[src/rtl/ctrl_pipe_pkg.sv]
// Shared types for the control pipe: opcodes, ALUOp encodings and the per-stage
// control bundles that travel ID/EX -> EX/MEM -> MEM/WB.
package ctrl_pipe_pkg;

    localparam int RD_W = 5;

    localparam logic [6:0] OP_R    = 7'b0110011;
    localparam logic [6:0] OP_LD   = 7'b0000011;
    localparam logic [6:0] OP_I    = 7'b0010011;
    localparam logic [6:0] OP_SD   = 7'b0100011;
    localparam logic [6:0] OP_SB   = 7'b1100011;
    localparam logic [6:0] OP_JALR = 7'b1100111;
    localparam logic [6:0] OP_JAL  = 7'b1101111;

    localparam logic [1:0] ALUOP_ADD = 2'b00;
    localparam logic [1:0] ALUOP_BR  = 2'b01;
    localparam logic [1:0] ALUOP_R   = 2'b10;
    localparam logic [1:0] ALUOP_I   = 2'b11;

    typedef struct packed {
        logic            valid;
        logic            alusrc;
        logic [1:0]      aluop;
        logic            branch;
        logic            jump;
        logic            memread;
        logic            memwrite;
        logic            memtoreg;
        logic            regwrite;
        logic [RD_W-1:0] rd;
    } ctrl_t;

    localparam ctrl_t CTRL_BUBBLE = '0;

    // Later stages only carry the fields they still consume.
    typedef struct packed {
        logic            valid;
        logic            memread;
        logic            memwrite;
        logic            memtoreg;
        logic            regwrite;
        logic [RD_W-1:0] rd;
    } mem_ctrl_t;

    typedef struct packed {
        logic            valid;
        logic            memtoreg;
        logic            regwrite;
        logic [RD_W-1:0] rd;
    } wb_ctrl_t;

    // Only a definite 1 counts; x/z from the decoder's don't-care rows become 0.
    function automatic logic is_one(input logic b);
        return (b === 1'b1);
    endfunction

endpackage

[src/rtl/ctrl_pipe_stage_reg.sv]
// Generic pipeline stage register: async active-low clear, synchronous bubble
// select that loads an all-zero bundle instead of d_i.
module ctrl_stage_reg
    import ctrl_pipe_pkg::*;
#(
    parameter int W = 1
) (
    input  logic         clk_i,
    input  logic         rst_ni,
    input  logic         bubble_i,
    input  logic [W-1:0] d_i,
    output logic [W-1:0] q_o
);

    logic [W-1:0] data_q;
    logic [W-1:0] data_d;

    assign data_d = bubble_i ? '0 : d_i;

    always_ff @(posedge clk_i or negedge rst_ni) begin
        if (!rst_ni) data_q <= '0;
        else         data_q <= data_d;
    end

    assign q_o = data_q;

endmodule

[src/rtl/ctrl_pipe.sv]
// Control pipe ID->EX->MEM->WB with load-use stall and EX-redirect squash.
// Optional performance counters are built when CTRL_PIPE_PERF_EN is defined.
module ctrl_pipe
    import ctrl_pipe_pkg::*;
#(
    parameter int REG_ADDR_W = RD_W
`ifdef CTRL_PIPE_PERF_EN
    , parameter int PERF_CNT_W = 32
`endif
) (
    input  logic                  clk,
    input  logic                  reset_n,
    input  logic                  id_valid,
    input  logic                  id_branch,
    input  logic                  id_memread,
    input  logic                  id_memtoreg,
    input  logic                  id_memwrite,
    input  logic                  id_alusrc,
    input  logic                  id_regwrite,
    input  logic                  id_jump,
    input  logic [1:0]            id_aluop,
    input  logic [REG_ADDR_W-1:0] id_rd,
    input  logic [REG_ADDR_W-1:0] id_rs1,
    input  logic [REG_ADDR_W-1:0] id_rs2,
    input  logic                  ex_redirect,
    output logic                  hold_if_id,
    output logic                  ex_valid,
    output logic                  ex_alusrc,
    output logic                  ex_branch,
    output logic                  ex_jump,
    output logic                  ex_memread,
    output logic                  ex_memwrite,
    output logic                  ex_memtoreg,
    output logic                  ex_regwrite,
    output logic [1:0]            ex_aluop,
    output logic [REG_ADDR_W-1:0] ex_rd,
    output logic                  mem_valid,
    output logic                  mem_memread,
    output logic                  mem_memwrite,
    output logic                  mem_memtoreg,
    output logic                  mem_regwrite,
    output logic [REG_ADDR_W-1:0] mem_rd,
    output logic                  wb_valid,
    output logic                  wb_memtoreg,
    output logic                  wb_regwrite,
    output logic [REG_ADDR_W-1:0] wb_rd
`ifdef CTRL_PIPE_PERF_EN
    , output logic [PERF_CNT_W-1:0] perf_stalls
    , output logic [PERF_CNT_W-1:0] perf_flushes
`endif
);

    ctrl_t     id_c, ex_q;
    mem_ctrl_t mem_d, mem_q;
    wb_ctrl_t  wb_d, wb_q;
    logic      load_use;
    logic      id_ex_bubble;

    always_comb begin
        id_c = CTRL_BUBBLE;
        if (id_valid) begin
            id_c.valid    = 1'b1;
            id_c.alusrc   = is_one(id_alusrc);
            id_c.aluop    = {is_one(id_aluop[1]), is_one(id_aluop[0])};
            id_c.branch   = is_one(id_branch);
            id_c.jump     = is_one(id_jump);
            id_c.memread  = is_one(id_memread);
            id_c.memwrite = is_one(id_memwrite);
            id_c.memtoreg = is_one(id_memtoreg);
            id_c.regwrite = is_one(id_regwrite);
            id_c.rd       = id_rd;
            // Jumps write the link address: never touch memory, always write rd.
            if (id_c.jump) begin
                id_c.memread  = 1'b0;
                id_c.memwrite = 1'b0;
                id_c.memtoreg = 1'b1;
                id_c.regwrite = 1'b1;
            end
            if (id_rd == '0) id_c.regwrite = 1'b0;
        end
    end

    assign load_use = ex_q.valid & ex_q.memread & (ex_q.rd != '0) & id_valid &
                      ((ex_q.rd == id_rs1) | (ex_q.rd == id_rs2));

    // A redirect kills the ID instruction, so there is nothing left to hold.
    assign hold_if_id   = load_use & ~ex_redirect;
    assign id_ex_bubble = ex_redirect | load_use;

    assign mem_d = '{valid:    ex_q.valid,
                     memread:  ex_q.memread,
                     memwrite: ex_q.memwrite,
                     memtoreg: ex_q.memtoreg,
                     regwrite: ex_q.regwrite,
                     rd:       ex_q.rd};

    assign wb_d = '{valid:    mem_q.valid,
                    memtoreg: mem_q.memtoreg,
                    regwrite: mem_q.regwrite,
                    rd:       mem_q.rd};

    ctrl_stage_reg #(.W($bits(ctrl_t))) u_id_ex (
        .clk_i    (clk),
        .rst_ni   (reset_n),
        .bubble_i (id_ex_bubble),
        .d_i      (id_c),
        .q_o      (ex_q)
    );

    ctrl_stage_reg #(.W($bits(mem_ctrl_t))) u_ex_mem (
        .clk_i    (clk),
        .rst_ni   (reset_n),
        .bubble_i (1'b0),
        .d_i      (mem_d),
        .q_o      (mem_q)
    );

    ctrl_stage_reg #(.W($bits(wb_ctrl_t))) u_mem_wb (
        .clk_i    (clk),
        .rst_ni   (reset_n),
        .bubble_i (1'b0),
        .d_i      (wb_d),
        .q_o      (wb_q)
    );

    assign ex_valid     = ex_q.valid;
    assign ex_alusrc    = ex_q.alusrc;
    assign ex_aluop     = ex_q.aluop;
    assign ex_branch    = ex_q.branch;
    assign ex_jump      = ex_q.jump;
    assign ex_memread   = ex_q.memread;
    assign ex_memwrite  = ex_q.memwrite;
    assign ex_memtoreg  = ex_q.memtoreg;
    assign ex_regwrite  = ex_q.regwrite;
    assign ex_rd        = ex_q.rd;

    assign mem_valid    = mem_q.valid;
    assign mem_memread  = mem_q.memread;
    assign mem_memwrite = mem_q.memwrite;
    assign mem_memtoreg = mem_q.memtoreg;
    assign mem_regwrite = mem_q.regwrite;
    assign mem_rd       = mem_q.rd;

    assign wb_valid     = wb_q.valid;
    assign wb_memtoreg  = wb_q.memtoreg;
    assign wb_regwrite  = wb_q.regwrite;
    assign wb_rd        = wb_q.rd;

`ifdef CTRL_PIPE_PERF_EN
    logic [PERF_CNT_W-1:0] stalls_q, stalls_d;
    logic [PERF_CNT_W-1:0] flushes_q, flushes_d;

    // Counters wrap naturally at 2^PERF_CNT_W.
    assign stalls_d  = hold_if_id               ? stalls_q  + PERF_CNT_W'(1) : stalls_q;
    assign flushes_d = (ex_redirect & id_valid) ? flushes_q + PERF_CNT_W'(1) : flushes_q;

    always_ff @(posedge clk or negedge reset_n) begin
        if (!reset_n) begin
            stalls_q  <= '0;
            flushes_q <= '0;
        end else begin
            stalls_q  <= stalls_d;
            flushes_q <= flushes_d;
        end
    end

    assign perf_stalls  = stalls_q;
    assign perf_flushes = flushes_q;
`endif

endmodule

[config.mk]
export PLATFORM = sky130hd
export DESIGN_NAME = ctrl_pipe
export DESIGN_NICKNAME = d
export VERILOG_FILES = /design/src/rtl/ctrl_pipe_pkg.sv /design/src/rtl/ctrl_pipe_stage_reg.sv /design/src/rtl/ctrl_pipe.sv
export SDC_FILE = /design/constraint.sdc
export NUM_CORES = 1
export LEC_CHECK = 0
export BUFFER_PORTS_ARGS = -buffer_cell sky130_fd_sc_hd__buf_2
export CORE_ASPECT_RATIO = 0.9
export CORE_UTILIZATION = 49
export DETAILED_ROUTE_END_ITERATION = 8
export PLACE_DENSITY = 0.86
export SYNTH_ARGS = -nofsm -noshare
export SYNTH_HDL_FRONTEND = slang
export SYNTH_HIERARCHICAL = 1
export SYNTH_SLANG_ARGS = --single-unit
[constraint.sdc]
create_clock -name clk -period 4.2 [get_ports clk]
set_clock_uncertainty 0.1 [all_clocks]
set_input_delay 0.42 -clock clk [delete_from_list [all_inputs] [get_ports clk]]
set_output_delay 0.42 -clock clk [all_outputs]
set_load 0.01 [all_outputs]
Yosys cells after proc, flatten, opt, wreduce, memory -nomap -nowiden --
Cells that the tools add are included.
Storage, ports and cells: input bits 28, register bits 33, logic and storage cells 28, output and inout port bits 34
Cells by class: mux-type cells 4, eq/ne operators 11, bitwise operators 8, reductions and logical operators 2
Operators with widths (count):
- $mux W15 | 2
- $eq A5 B5 Y1 | 2
- $eqx A1 B1 Y1 const B | 9
- $and A1 B1 Y1 | 5
- $logic_not A5 Y1 | 1
- $reduce_bool A5 Y1 | 1
- $mux W4 | 1
- $or A1 B1 Y1 | 2
- $mux W1 | 1
- $not A1 Y1 | 1

Logic depth before layout (Yosys ltp) --
depth in word-level cells 6, mapped depth 6, depth with buffers taken out 5

Hierarchy --
Netlist, hierarchy kept.
Modules (own cells, without submodules):
- ctrl_stage_reg (u_id_ex) | instances 1, area an instance 508.0 um2, cells an instance 31, sequential area each 375.4 um2
- ctrl_stage_reg (u_ex_mem) | instances 1, area an instance 312.8 um2, cells an instance 20, sequential area each 250.2 um2
- ctrl_pipe | instances 1, area an instance 265.3 um2, cells an instance 38, sequential area each 0.0 um2
- ctrl_stage_reg (u_mem_wb) | instances 1, area an instance 250.2 um2, cells an instance 16, sequential area each 200.2 um2

Worst setup path after synthesis --
Ideal clock, no wire load.
kind reg2out, start point register u_id_ex.data_q[1] (netlist: u_id_ex/q_o[1]), end point output port hold_if_id, arrival time 1.260 ns, path buffers 0, slack 2.420 ns, stages on the path, launching flop included 4, required time 3.680 ns, cells stage by stage dfrtp_1 -> or4_4 -> o2111ai_2 -> nor3_1
On the way: cells in the longest elaborated chain, start to end 5, elaborated cells between the ends (all ways) 8, classes of those cells 2 x eq/ne; 5 x bitwise; 1 x reduce/logical
Ends and longest elaborated chain:
- from (decl) | RTL line ctrl_pipe_stage_reg.sv:15 | logic [W-1:0] data_q;
- from (signal assigned) | RTL line ctrl_pipe_stage_reg.sv:22 | else data_q <= data_d;
- $reduce_bool A5 Y1 | RTL line ctrl_pipe.sv:83 | assign load_use = ex_q.valid & ex_q.memread & (ex_q.rd != '0) & id_valid &
- $and A1 B1 Y1 (2 in a row) | RTL line ctrl_pipe.sv:83
- $and A1 B1 Y1 (*) | RTL line ctrl_pipe.sv:83
- $and A1 B1 Y1 (*) | RTL line ctrl_pipe.sv:87 | assign hold_if_id = load_use & ~ex_redirect;
- to (decl) | RTL line ctrl_pipe.sv:26 | output logic hold_if_id,
Mark *: on every way between the ends. The rest lies on a longest branch, timed or not.

Worst setup path after layout --
Ends and elaborated chain as after synthesis.

==> reports/summary.json <==
{
  "clkSlewWorstSetupHoldPaths": {"value": 90, "unit": "ps"},
  "detailed_routing_iteration_count_for_the_pre_antenna_repair_pass": {"value": 6},
  "synth_largest_area_cell": {"value": "dfrtp_1"},
  "synth_cell_types": {"value": 20},
  "number_of_buffers_inserted_for_hold_repair_after_clock_tree_synthesis": {"value": 0},
  "finalSetupViolations": {"value": 0},
  "aggregate_global_route_resource_usage": {"value": 0.188},
  "grt_antenna_before_repair": {"value": 0},
  "worstPathRequired": {"value": 3680, "unit": "ps"},
  "cellPowerDensity": {"value": 351, "unit": "nW/um^2"},
  "floorplan.die.height": {"value": 51.5, "unit": "um"},
  "grt.overflow.total": {"value": 0},
  "area_growth_syn_to_layout": {"value": 36.0, "unit": "%"},
  "number_of_global_route_vias_before_repair": {"value": 982},
  "sequential_cell_area": {"value": 826, "unit": "um^2"},
  "clock_insertion_delay_worst_skew": {"value": 330, "unit": "ps"},
  "dpl_worst_slack": {"value": 2290, "unit": "ps"},
  "critPathLaunchType": {"value": "flop"},
  "die-area": {"value": 2940, "unit": "um^2"},
  "layout_worst_path_cycle_share": {"value": 0.537},
  "yosysSeqAreaShare": {"value": 0.618},
  "ios": {"value": 62},
  "postRouteWirelength": {"value": 2330, "unit": "um"},
  "post_cts.repair.setup_buffers": {"value": 0},
  "postLayoutSetupSlackWorst": {"value": 1940, "unit": "ps"},
  "placementRows": {"value": 17},
  "width_of_the_chip": {"value": 57.0, "unit": "um"},
  "mappedNetlistArea": {"value": 1340, "unit": "um^2"},
  "finalWorstPathRequiredPeriod": {"value": 2260, "unit": "ps"},
  "ctsResizeCount": {"value": 0},
  "most_used_flip_flop_cell_after_synthesis": {"value": "dfrtp_1"},
  "cts.sink_count": {"value": 33},
  "run_status": {"value": "finished with violations"},
  "detailedPlacementHpwl": {"value": 1870, "unit": "um"},
  "cell_with_the_most_instances_after_synthesis": {"value": "dfrtp_1"},
  "drc": {"value": 8},
  "netlist_top_cells_count": {"value": "dfrtp_1 (33), nor2b_1 (21), and2_1 (10), xor2_1 (10), nor2b_2 (7)"},
  "cts_htree_levels": {"value": 2},
  "grt_first_pass_wirelength": {"value": 4000, "unit": "um"},
  "gp_congestion": {"value": 0.874},
  "post_dp_cell_area": {"value": 1730, "unit": "um^2"},
  "power.ir.vdd_worst": {"value": 0.249, "unit": "mV"},
  "endpoint_kind": {"value": "primary output"},
  "stdcell_area": {"value": 1820, "unit": "um^2"},
  "timing_hold_violations_final": {"value": 0},
  "slew_headroom": {"value": 0.546},
  "timing.final.max_slew_violations": {"value": 0},
  "syn-instance-count": {"value": 105},
  "design.core.area": {"value": 2510, "unit": "um^2"},
  "route.vias.total": {"value": 990},
  "worst_pin_slew": {"value": 681, "unit": "ps"},
  "nets": {"value": 217},
  "worst_ep_arrival_time": {"value": 1740, "unit": "ps"},
  "async_flop_share": {"value": 1.00},
  "violated_checks": {"value": "DRC"},
  "final.fill_count": {"value": 197},
  "post-route-util": {"value": 0.724},
  "worst-path-max-fanout": {"value": 5},
  "yosysWarnings": {"value": 6},
  "cts_tree": {"value": "yes"},
  "timing.hold.worst.class": {"value": "in2async"},
  "fmax": {"value": 443, "unit": "MHz"},
  "synth-edff-count": {"value": 0},
  "via_count_normalized_by_instance_count": {"value": 4.54},
  "cts_made_buffers": {"value": 5},
  "cap_viol_max_count": {"value": 0},
  "portBuffers": {"value": 61},
  "initial_util": {"value": 0.532},
  "crit_type": {"value": "reg2out"},
  "multi_input_area": {"value": 559, "unit": "um^2"},
  "worst-r2r-setup-slack": {"value": 2340, "unit": "ps"},
  "final_antenna_net_count": {"value": 0},
  "cellLeakagePower": {"value": 1.06, "unit": "nW"},
  "tns": {"value": 0, "unit": "ps"},
  "grt_setup_unrepaired": {"value": "no"},
  "synth_seq_cells": {"value": 33},
  "synth_largest_type_area_fraction": {"value": 0.618},
  "synth_area_leaders": {"value": "dfrtp_1 (62%), nor2b_1 (9.8%), xor2_1 (6.6%)"},
  "grt_max_degree": {"value": 34},
  "insertedDiodeCount": {"value": 0},
  "cts.path.max_buffers": {"value": 2},
  "synthesis.area_per_instance": {"value": 12.7, "unit": "um^2"},
  "layout-drive-gt1-share": {"value": 0.426},
  "clock-root-buffer": {"value": "clkbuf_4"},
  "first_iter_violations": {"value": 20},
  "wl_per_cell": {"value": 10.7, "unit": "um"}
}
==> cell families after synthesis <==
logic type      synth area share
simple gates               0.267
flops                      0.618
xor+xnor                  0.0655
compound gates            0.0356
other cells              0.00281
buf+inv                   0.0112
==> through the flow <==
step	hold WS [ps]	power (mW)	std cells
2_1_floorplan	24.4	0.372	122
3_3_place_gp	365	0.403	210
3_5_place_dp	380	0.406	210
4_1_cts	35.6	0.646	218
5_1_grt	66.5	0.672	218
6_report	23.0	0.639	218
==> worst max-delay path, cell delays in order, from the launching register on <==
cell	delay, ps
dfrtp_1	440
or4_4	550
o2111ai_2	210
nor3_1	70
buf_2	140
==> flip-flops by register name (all words and copies together) (netlist names) <==
name,cells
u_mem_wb/q_o,8
u_ex_mem/q_o,10
u_id_ex/q_o,15
==> cell type report <==
type,count,share of cell area
clock buffer,7,0.0303
clock inverter,1,0.0165
multi-input combinational,87,0.308
sequential,33,0.454
tap,28,0.0193
timing repair buffer,62,0.172
==> layer usage <==
metal | wire (um) | vias up | share of wire | global-route usage
met5 | 0 | - | 0 | 0
met4 | 51 | 0 | 0.022 | 0.0976
li1 | - | 484 | - | -
met2 | 1190 | 44 | 0.51 | 0.324
met1 | 875 | 456 | 0.38 | 0.193
met3 | 213 | 6 | 0.091 | 0.0871
==> report_power, final <==
group / internal (mW) / switching (mW)
registers: 0.327 / 0.00586
clock network: 0.142 / 0.0978
logic: 0.0325 / 0.0335
total: 0.502 / 0.137
==> worst paths after layout <==
check	startpoint	endpoint	cells after the start
min	reset_n	u_mem_wb/q_o[3]	1
max in group asynchronous	reset_n	u_id_ex/q_o[0]	1
min reg2reg	u_ex_mem/q_o[5]	u_mem_wb/q_o[5]	1
max reg2reg	u_id_ex/q_o[1]	u_id_ex/q_o[1]	5
max	u_id_ex/q_o[1]	hold_if_id	4
min in group clk	id_memtoreg	u_id_ex/q_o[6]	3
==> cell usage in the layout (no fill, tap or decap) <==
master	n
nor2_1	3
nor2b_1	21
nor3_1	4
and2_1	10
and3b_1	2
buf_2	61
or4_4	1
o21bai_1	1
bufinv_16	1
clkbuf_4	5
dfrtp_1	33
clkbuf_8	1
a22oi_1	1
nor2b_2	7
clkbuf_1	1
a21oi_1	1
and2b_2	3
o2111ai_2	1
and2b_1	2
o21a_1	1
xor2_1	10
buf_4	1
o21ai_0	1
conb_1	18
No activity file was read; power rests on OpenSTA's default activity.
